`config.mk`:
```
export PLATFORM = sky130hd
export DESIGN_NAME = layer_compositor
export DESIGN_NICKNAME = d
export VERILOG_FILES = /design/src/rtl/layer_compositor.sv
export SDC_FILE = /design/constraint.sdc
export NUM_CORES = 1
export LEC_CHECK = 0
export BUFFER_PORTS_ARGS = -buffer_cell sky130_fd_sc_hd__clkbuf_2
export CAP_MARGIN = 30
export CORE_MARGIN = 8
export CORE_UTILIZATION = 29
export DETAILED_ROUTE_END_ITERATION = 6
export PLACE_DENSITY = 0.6
export SKIP_CTS_REPAIR_TIMING = 1
export SLEW_MARGIN = 25
export SYNTH_ARGS = -nofsm -noshare
export SYNTH_HDL_FRONTEND = slang
export SYNTH_SLANG_ARGS = --single-unit
```
`constraint.sdc`:
```
create_clock -name clk -period 3.4 [get_ports clk]
set_input_delay 0.34 -clock clk [delete_from_list [all_inputs] [get_ports clk]]
set_output_delay 0.34 -clock clk [all_outputs]
set_load 0.1 [all_outputs]
```
`src/rtl/layer_compositor.sv`:
```
`default_nettype none
// ============================================================================
//  Module   : layer_compositor
//  Purpose  : Two-stage sprite-layer compositor for a VGA pixel stream.
//             Stage 1 picks the highest-priority visible, enabled,
//             non-transparent layer (or the background) and registers it
//             together with video_on. Stage 2 applies blanking, a
//             frame-counted white flash and a frame-stepped global
//             brightness fade, then drives the DAC register.
//  Ports    : clk, reset         - system clock, async active-high reset
//             pixel_tick         - pixel-rate enable for both pipe stages
//             video_on           - active display area
//             frame_start        - one-clk pulse per frame
//             layer_on/layer_en  - per-layer hit / enable (bit 0 = top)
//             layer_rgb, bg_rgb  - packed layer colours, background colour
//             flash_req          - start/restart a flash
//             fade_out_req/in    - start fading out / in
//             rgb                - registered output pixel
//             fade_level         - brightness 0..8
//             fade_busy          - a fade is in progress
//  Revision : 1.0 - initial release
// ============================================================================
module layer_compositor #(
    parameter int                 NUM_LAYERS       = 8,
    parameter int                 COLOR_W          = 12,
    parameter logic [COLOR_W-1:0] KEY_COLOR        = 12'hF0F,
    parameter int                 FADE_STEP_FRAMES = 4,
    parameter int                 FLASH_FRAMES     = 8
) (
    input  logic                          clk,
    input  logic                          reset,
    input  logic                          pixel_tick,
    input  logic                          video_on,
    input  logic                          frame_start,
    input  logic [NUM_LAYERS-1:0]         layer_on,
    input  logic [NUM_LAYERS-1:0]         layer_en,
    input  logic [NUM_LAYERS*COLOR_W-1:0] layer_rgb,
    input  logic [COLOR_W-1:0]            bg_rgb,
    input  logic                          flash_req,
    input  logic                          fade_out_req,
    input  logic                          fade_in_req,
    output logic [COLOR_W-1:0]            rgb,
    output logic [3:0]                    fade_level,
    output logic                          fade_busy
);

    localparam int c_CH_W = COLOR_W / 3;

    typedef enum logic [1:0] {
        ST_BRIGHT   = 2'd0,
        ST_FADE_OUT = 2'd1,
        ST_DARK     = 2'd2,
        ST_FADE_IN  = 2'd3
    } state_t;

    // ------------------------------------------------------------------
    // Stage 1: layer selection
    // ------------------------------------------------------------------
    logic [COLOR_W-1:0] w_sel;
    logic               r_vid1;
    logic [COLOR_W-1:0] r_col1;

    // Walk from lowest priority upwards so the lowest visible index wins.
    always_comb begin
        w_sel = bg_rgb;
        for (int i = NUM_LAYERS - 1; i >= 0; i--) begin
            if (layer_on[i] && layer_en[i] &&
                (layer_rgb[i*COLOR_W +: COLOR_W] != KEY_COLOR)) begin
                w_sel = layer_rgb[i*COLOR_W +: COLOR_W];
            end
        end
    end

    always_ff @(posedge clk or posedge reset) begin
        if (reset) begin
            r_vid1 <= 1'b0;
            r_col1 <= '0;
        end else if (pixel_tick) begin
            r_vid1 <= video_on;
            r_col1 <= w_sel;
        end
    end

    // ------------------------------------------------------------------
    // Flash counter: white on odd counts, so the first frame after a
    // request (count = FLASH_FRAMES, even by default) is normal.
    // ------------------------------------------------------------------
    logic [7:0] r_flash_cnt;
    logic       w_flash_on;

    always_ff @(posedge clk or posedge reset) begin
        if (reset) begin
            r_flash_cnt <= 8'd0;
        end else if (flash_req) begin
            r_flash_cnt <= 8'(FLASH_FRAMES);
        end else if (frame_start && (r_flash_cnt != 8'd0)) begin
            r_flash_cnt <= r_flash_cnt - 8'd1;
        end
    end

    assign w_flash_on = (r_flash_cnt != 8'd0) && r_flash_cnt[0];

    // ------------------------------------------------------------------
    // Fade FSM
    // ------------------------------------------------------------------
    state_t     r_state, w_state_nx;
    logic [3:0] r_level, w_level_nx;
    logic [7:0] r_frame_cnt, w_frame_nx;

    always_ff @(posedge clk or posedge reset) begin
        if (reset) begin
            r_state     <= ST_BRIGHT;
            r_level     <= 4'd8;
            r_frame_cnt <= 8'd0;
        end else begin
            r_state     <= w_state_nx;
            r_level     <= w_level_nx;
            r_frame_cnt <= w_frame_nx;
        end
    end

    // The level step is resolved first; requests are then judged against
    // the post-step state, so a request landing on a step edge sees the
    // state the step produced.
    always_comb begin
        w_state_nx = r_state;
        w_level_nx = r_level;
        w_frame_nx = r_frame_cnt;

        if (((r_state == ST_FADE_OUT) || (r_state == ST_FADE_IN)) && frame_start) begin
            if (r_frame_cnt == 8'(FADE_STEP_FRAMES - 1)) begin
                w_frame_nx = 8'd0;
                if (r_state == ST_FADE_OUT) begin
                    if (r_level != 4'd0) begin
                        w_level_nx = r_level - 4'd1;
                    end
                    if (r_level <= 4'd1) begin
                        w_state_nx = ST_DARK;
                    end
                end else begin
                    if (r_level < 4'd8) begin
                        w_level_nx = r_level + 4'd1;
                    end
                    if (r_level >= 4'd7) begin
                        w_state_nx = ST_BRIGHT;
                    end
                end
            end else begin
                w_frame_nx = r_frame_cnt + 8'd1;
            end
        end

        // fade_out_req has priority: when it is high, fade_in_req is ignored
        // even if fade_out_req itself does not apply in the current state.
        if (fade_out_req) begin
            if ((w_state_nx == ST_BRIGHT) || (w_state_nx == ST_FADE_IN)) begin
                w_state_nx = ST_FADE_OUT;
                w_frame_nx = 8'd0;
            end
        end else if (fade_in_req) begin
            if ((w_state_nx == ST_DARK) || (w_state_nx == ST_FADE_OUT)) begin
                w_state_nx = ST_FADE_IN;
                w_frame_nx = 8'd0;
            end
        end
    end

    assign fade_level = r_level;
    assign fade_busy  = (r_state == ST_FADE_OUT) || (r_state == ST_FADE_IN);

    // ------------------------------------------------------------------
    // Stage 2: per-channel brightness scaling and output register
    // ------------------------------------------------------------------
    logic [COLOR_W-1:0] w_scaled;

    for (genvar k = 0; k < 3; k++) begin : g_chan
        logic [c_CH_W+3:0] w_prod;
        // ch * level fits in C+4 bits for level <= 8; divide by 8 afterwards.
        assign w_prod = {4'b0000, r_col1[k*c_CH_W +: c_CH_W]} *
                        {{c_CH_W{1'b0}}, r_level};
        assign w_scaled[k*c_CH_W +: c_CH_W] = c_CH_W'(w_prod >> 3);
    end

    // Any bits above 3*C (when COLOR_W is not a multiple of 3) stay zero.
    if (COLOR_W > 3 * c_CH_W) begin : g_pad
        assign w_scaled[COLOR_W-1:3*c_CH_W] = '0;
    end

    logic [COLOR_W-1:0] r_rgb;

    always_ff @(posedge clk or posedge reset) begin
        if (reset) begin
            r_rgb <= '0;
        end else if (pixel_tick) begin
            if (!r_vid1) begin
                r_rgb <= '0;
            end else if (w_flash_on) begin
                r_rgb <= '1;
            end else begin
                r_rgb <= w_scaled;
            end
        end
    end

    assign rgb = r_rgb;

endmodule
`default_nettype wire

```
## Yosys cells after proc, flatten, opt, wreduce, memory -nomap -nowiden

Cells that the tools add are included.

| cells by class | value |
|---|---|
| add/subtract/negate cells | 4 |
| multipliers | 3 |
| magnitude comparators | 3 |
| equal/unequal tests | 15 |
| mux-type cells | 30 |
| reduce and logical (&&, ||, !) cells | 28 |

Operators by type and width:

| cell | count |
|---|---|
| $mux W12 | 10 |
| $ne A12 B12 Y1 const B | 8 |
| $mux W8 | 8 |
| $mul A4 B4 Y7 | 3 |
| $logic_and A1 B1 Y1 | 19 |
| $mux W2 | 9 |
| $mux W4 | 3 |
| $add A8 B1 Y8 const B | 1 |
| $eq A8 B2 Y1 const B | 1 |
| $reduce_bool A8 Y1 | 1 |
| $sub A8 B1 Y8 const B | 1 |
| $eq A2 B2 Y1 const B | 3 |
| $add A4 B1 Y4 const B | 1 |
| $eq A2 B1 Y1 const B | 2 |
| $ge A4 B3 Y1 const B | 1 |
| $le A4 B1 Y1 const B | 1 |
| $lt A4 B4 Y1 const B | 1 |
| $reduce_and A4 Y1 | 1 |
| $reduce_bool A2 Y1 | 2 |
| $reduce_bool A4 Y1 | 1 |
| $sub A4 B1 Y4 const B | 1 |
| $logic_or A1 B1 Y1 | 3 |
| $logic_not A2 Y1 | 1 |
| $ne A2 B1 Y1 const B | 1 |

| word-level totals | value |
|---|---|
| register bits after elaboration | 47 |
| input bits | 132 |
| output and inout bits | 17 |
| word-level logic and storage cells | 90 |

## Depth between registers and ports, before layout

| depth | value |
|---|---|
| depth in word-level cells | 10 |
| gate-level depth with buffers | 14 |
| depth with buffers taken out | 12 |

## Least setup slack after synthesis

OpenSTA, ideal clock, no wires.

| path | value |
|---|---|
| kind | register to register |
| start point | reg r_level[3], in the netlist fade_level[3] |
| end point | reg r_rgb[3], in the netlist rgb[3] |
| library setup time | 0.134 ns |
| arrival | 3.646 ns |
| data required time | 3.266 ns |
| slack | -0.380 ns |
| cell stages (with the launch flop) | 15 |
| path buffers | 2 |
| clock period less this slack | 3.780 ns |
| cells stage by stage | dfstp_2 clkbuf_1 clkbuf_1 nand2_1 fa_1 inv_1 fa_1 inv_1 fa_1 inv_1 a21o_1 a21oi_1 xnor2_1 nor2_1 o22ai_1 |

| between the ends | value |
|---|---|
| word-level cells in the longest chain between the ends | 3 |

Ends and longest elaborated chain:

| element | RTL line | RTL |
|---|---|---|
| start: declaration | 107 | `logic [3:0] r_level, w_level_nx;` |
| start signal: assignment | 117 | `r_level <= w_level_nx;` |
| $mul A4 B4 Y7 | 179 | `assign w_prod = {4'b0000, r_col1[k*c_CH_W +: c_CH_W]} *` |
| $mux W12 | 197 | `end else if (w_flash_on) begin` |
| $mux W12 | 195 | `if (!r_vid1) begin` |
| end signal: assignment | 200 | `r_rgb <= w_scaled;` |
| end: declaration | 189 | `logic [COLOR_W-1:0] r_rgb;` |

Every way passes these cells.
A chain may end at the register's enable or synchronous reset.

## Worst setup path after layout

| path | value |
|---|---|
| start point | reg r_level[3], in the netlist fade_level[3] |
| end point | reg r_rgb[11], in the netlist rgb[11] |

Same word-level chain as after synthesis.

==> impl_metrics.py <==
metrics = {
    "route": {
        "drc": 0,
        "dr.pass1.iters": 5,
        "wl_per_cell_um": 15.6,
        "wl_um": 14300,
        "ant_nets": 0,
        "drt_iter0_markers": 209,
        "avgViaCountPerCell": 5.03,
        "vias": 4599,
    },
    "cts": {
        "root_buffer": "clkbuf_16",
        "clk_pin_slew_ns": 0.06,
        "numCtsBuffers": 5,
        "cts_max_level": 2,
        "cts_tree": "yes",
        "clkSinkCount": 47,
        "clock_path_buffers": 2,
        "clock_latency_ns": 0.29,
    },
    "global_routing": {
        "grt_pass1_wl_um": 23700,
        "grt_max_degree": 35,
        "track_usage_pct": 14.4,
        "grt_overflow": 0,
        "grt_pass1_vias": 4892,
        "antenna_found_initial": 0,
    },
    "timing": {
        "final.setup.worst_slack_ns": 0.317,
        "clock.fmax_ghz": 0.324,
        "tns_ns": 0,
        "finalHoldViolCount": 0,
        "tightestPinTransition_ns": 0.813,
        "period_needed_ns": 3.08,
        "rsz0062_at_grt": "no",
        "setup_violations": 0,
        "final.period_utilization_pct": 90.7,
        "max-slew-margin-rel_pct": 45.4,
        "drv_slew": 0,
        "skew_ns": 0.00601,
    },
    "placement": {
        "portBuffers": 148,
        "dpl_worst_slack_ns": 0.301,
        "dpl.hpwl_um": 12200,
        "finalWeightedCongestion": 0.887,
        "dp.cells": 906,
    },
    "synth": {
        "ys_warn_count": 0,
        "yosysTopAreaCell": "dfrtp_1",
        "synth.avg_cell_area_sq_um": 8.32,
        "synth_cell_types": 69,
        "synthTopCellsByArea": "dfrtp_1 (25%), ha_1 (8.8%), fa_1 (5.1%), and2_1 (3.8%), nand2_1 (3.5%)",
        "yosysSeqAreaShare_pct": 25.2,
        "synthArstFlopShare_pct": 100,
        "syn_nets": 738,
        "synth_top_area_share_pct": 24.7,
        "synthFlopType": "dfrtp_1",
        "synth_edf_count": 0,
        "syn_inst": 561,
        "synth-seq-cells": 47,
        "syn_area_sq_mm": 0.00467,
    },
    "cells_and_area": {
        "area_growth_syn_to_layout_pct": 24.8,
        "final_cells": 914,
        "nets": 874,
        "num_antenna_cells": 0,
        "drive_gt1_share_pct": 26.4,
    },
    "die": {
        "row_count": 46,
        "die_area_sq_mm": 0.0204,
        "die_w_um": 143,
        "ios": 149,
        "fp.dieH_um": 143,
        "core_area_sq_mm": 0.0158,
        "start_util_pct": 29.5,
    },
    "power_and_ir_drop": {
        "p_leak_nw": 2.72,
        "vdd_drop_max_uv": 439,
        "finalPower_mw": 4.02,
        "p_per_area_mw_per_mm2": 691,
    },
    "worst_setup_path": {
        "crit_path_start_kind": "flop",
        "worst-path-max-fanout": 20,
        "critPathMaxStageDelay_ns": 0.72,
        "path_cells": "nand2_1 > fa_1 > inv_1 > fa_1 > inv_1 > fa_2 > inv_1 > a21o_1 > a21oi_1 > xnor2_1 > nor2_1 > o22ai_1",
        "r2r_slack_ns": 0.32,
        "crit_path_end_kind": "flop",
        "worstPathRequired_ns": 3.56,
        "path_common_cell": "inv_1",
        "crit_path_start": "fade_level[3]$_DFFE_PP1P_",
        "reg2reg_depth": 12,
        "critPathKind": "reg -> reg",
        "cp_slowest_cell": "dfstp_4",
        "r2r_end": "rgb[11]$_DFFE_PP0P_",
        "crit_end": "rgb[11]$_DFFE_PP0P_",
        "critPathArrivalTime_ns": 3.24,
        "worstReg2RegStart": "fade_level[3]$_DFFE_PP1P_",
    },
    "status": {
        "status": "complete, no violations",
    },
    "flow_run": {
        "max-cap-violations": 0,
    },
    "hold_path": {
        "hold_path_class": "in -> async",
    },
}
==> metal layers <==
| metal | vias up | global-route usage, % | wire length [um] |
|---|---|---|---|
| li1 | 2333 | - | - |
| met3 | 20 | 3.21 | 808 |
| met2 | 154 | 24.9 | 6710 |
| met5 | - | 0 | 0 |
| met1 | 2092 | 17.3 | 6470 |
| met4 | 0 | 4.70 | 308 |
==> cells by family (layout without fill, tap and decap cells) <==
family | count (synthesis) | after routing | share of synthesized area (%)
fa+ha+maj | 45 | 45 | 14.0
xor+xnor | 32 | 32 | 6.00
buf+inv | 67 | 204 | 5.55
mux | 9 | 9 | 1.98
compound gates | 153 | 153 | 22.4
simple gates | 208 | 208 | 24.9
flops | 47 | 47 | 25.2
==> worst min path at each step <==
stage	endpoint	cells after the start	slack (ns)
3_5_place_dp	r_flash_cnt[7]$_DFFE_PP0P_	2	0.33
3_3_place_gp	rgb[4]$_DFFE_PP0P_	2	0.51
5_1_grt	r_flash_cnt[0]$_DFFE_PP0P_	2	0.04
2_1_floorplan	r_state[0]$_DFF_PP0_	1	0.44
6_report	r_flash_cnt[0]$_DFFE_PP0P_	2	0.02
4_1_cts	r_flash_cnt[0]$_DFFE_PP0P_	2	0.02
==> placed cells by master (no fill, tap or decap), drive strengths merged, types with 4 or more instances in the layout <==
cell type,count
a211oi,6
a21o,4
a21oi,30
a221o,5
a221oi,4
a22o,9
a311oi,5
a31oi,9
and2,30
and3,10
buf,6
clkbuf,154
dfrtp,46
fa,12
ha,33
inv,42
mux2i,7
nand2,44
nand2b,9
nand3,21
nand4,10
nand4b,7
nand4bb,4
nor2,36
nor3,9
nor4,12
o21ai,30
o22ai,19
o31ai,5
or4b,4
xnor2,18
xor2,14
==> Yosys cell counts, types with 14 or more instances <==
master    instances
a21oi_1          30
nor2_1           36
nand3_1          21
o22ai_1          19
and2_1           28
ha_1             33
clkbuf_1         19
nand2_1          44
dfrtp_1          46
xor2_1           14
o21ai_0          23
xnor2_1          18
inv_1            42
==> area by class of cell <==
| cell class | count | area [sq um] |
|---|---|---|
| Clock inverter | 2 | 35.0 |
| Fill cell | 1653 | 10000 |
| Sequential cell | 47 | 1190 |
| Multi-Input combinational cell | 447 | 3240 |
| Inverter | 42 | 158 |
| Timing Repair Buffer | 154 | 798 |
| Clock buffer | 6 | 139 |
| Tap cell | 216 | 270 |
==> per-stage QoR <==
stage | hold slack, ns | util (%) | cell area [sq um]
floorplan | 0.437 | - | 4710
global placement | 0.514 | 35.6 | 5630
detailed placement | 0.334 | 35.7 | 5650
CTS | 0.0167 | 36.8 | 5830
global route | 0.0449 | 36.8 | 5830
finish | 0.0150 | 36.8 | 5830
==> power by group <==
part	switching (mW)	internal [mW]	total [mW]
combinational	1.61	0.952	2.57
sequential	0.177	0.706	0.883
clock	0.210	0.366	0.576
==> flip-flops by register name, indices dropped and copies added (netlist names) <==
register and count:
r_col1 12, rgb 12, r_flash_cnt 8, r_frame_cnt 8, fade_level 4, r_state 2
r_vid1 1
==> worst max-delay path: cells and delay by family, from the launching register on <==
kind            cells  cell delay [ns]
fa+ha+maj           3             1.48
flops               1             0.72
compound gates      3             0.25
simple gates        2             0.20
buf+inv             3             0.18
xor+xnor            1             0.12
(Power assumes the default switching activity.)
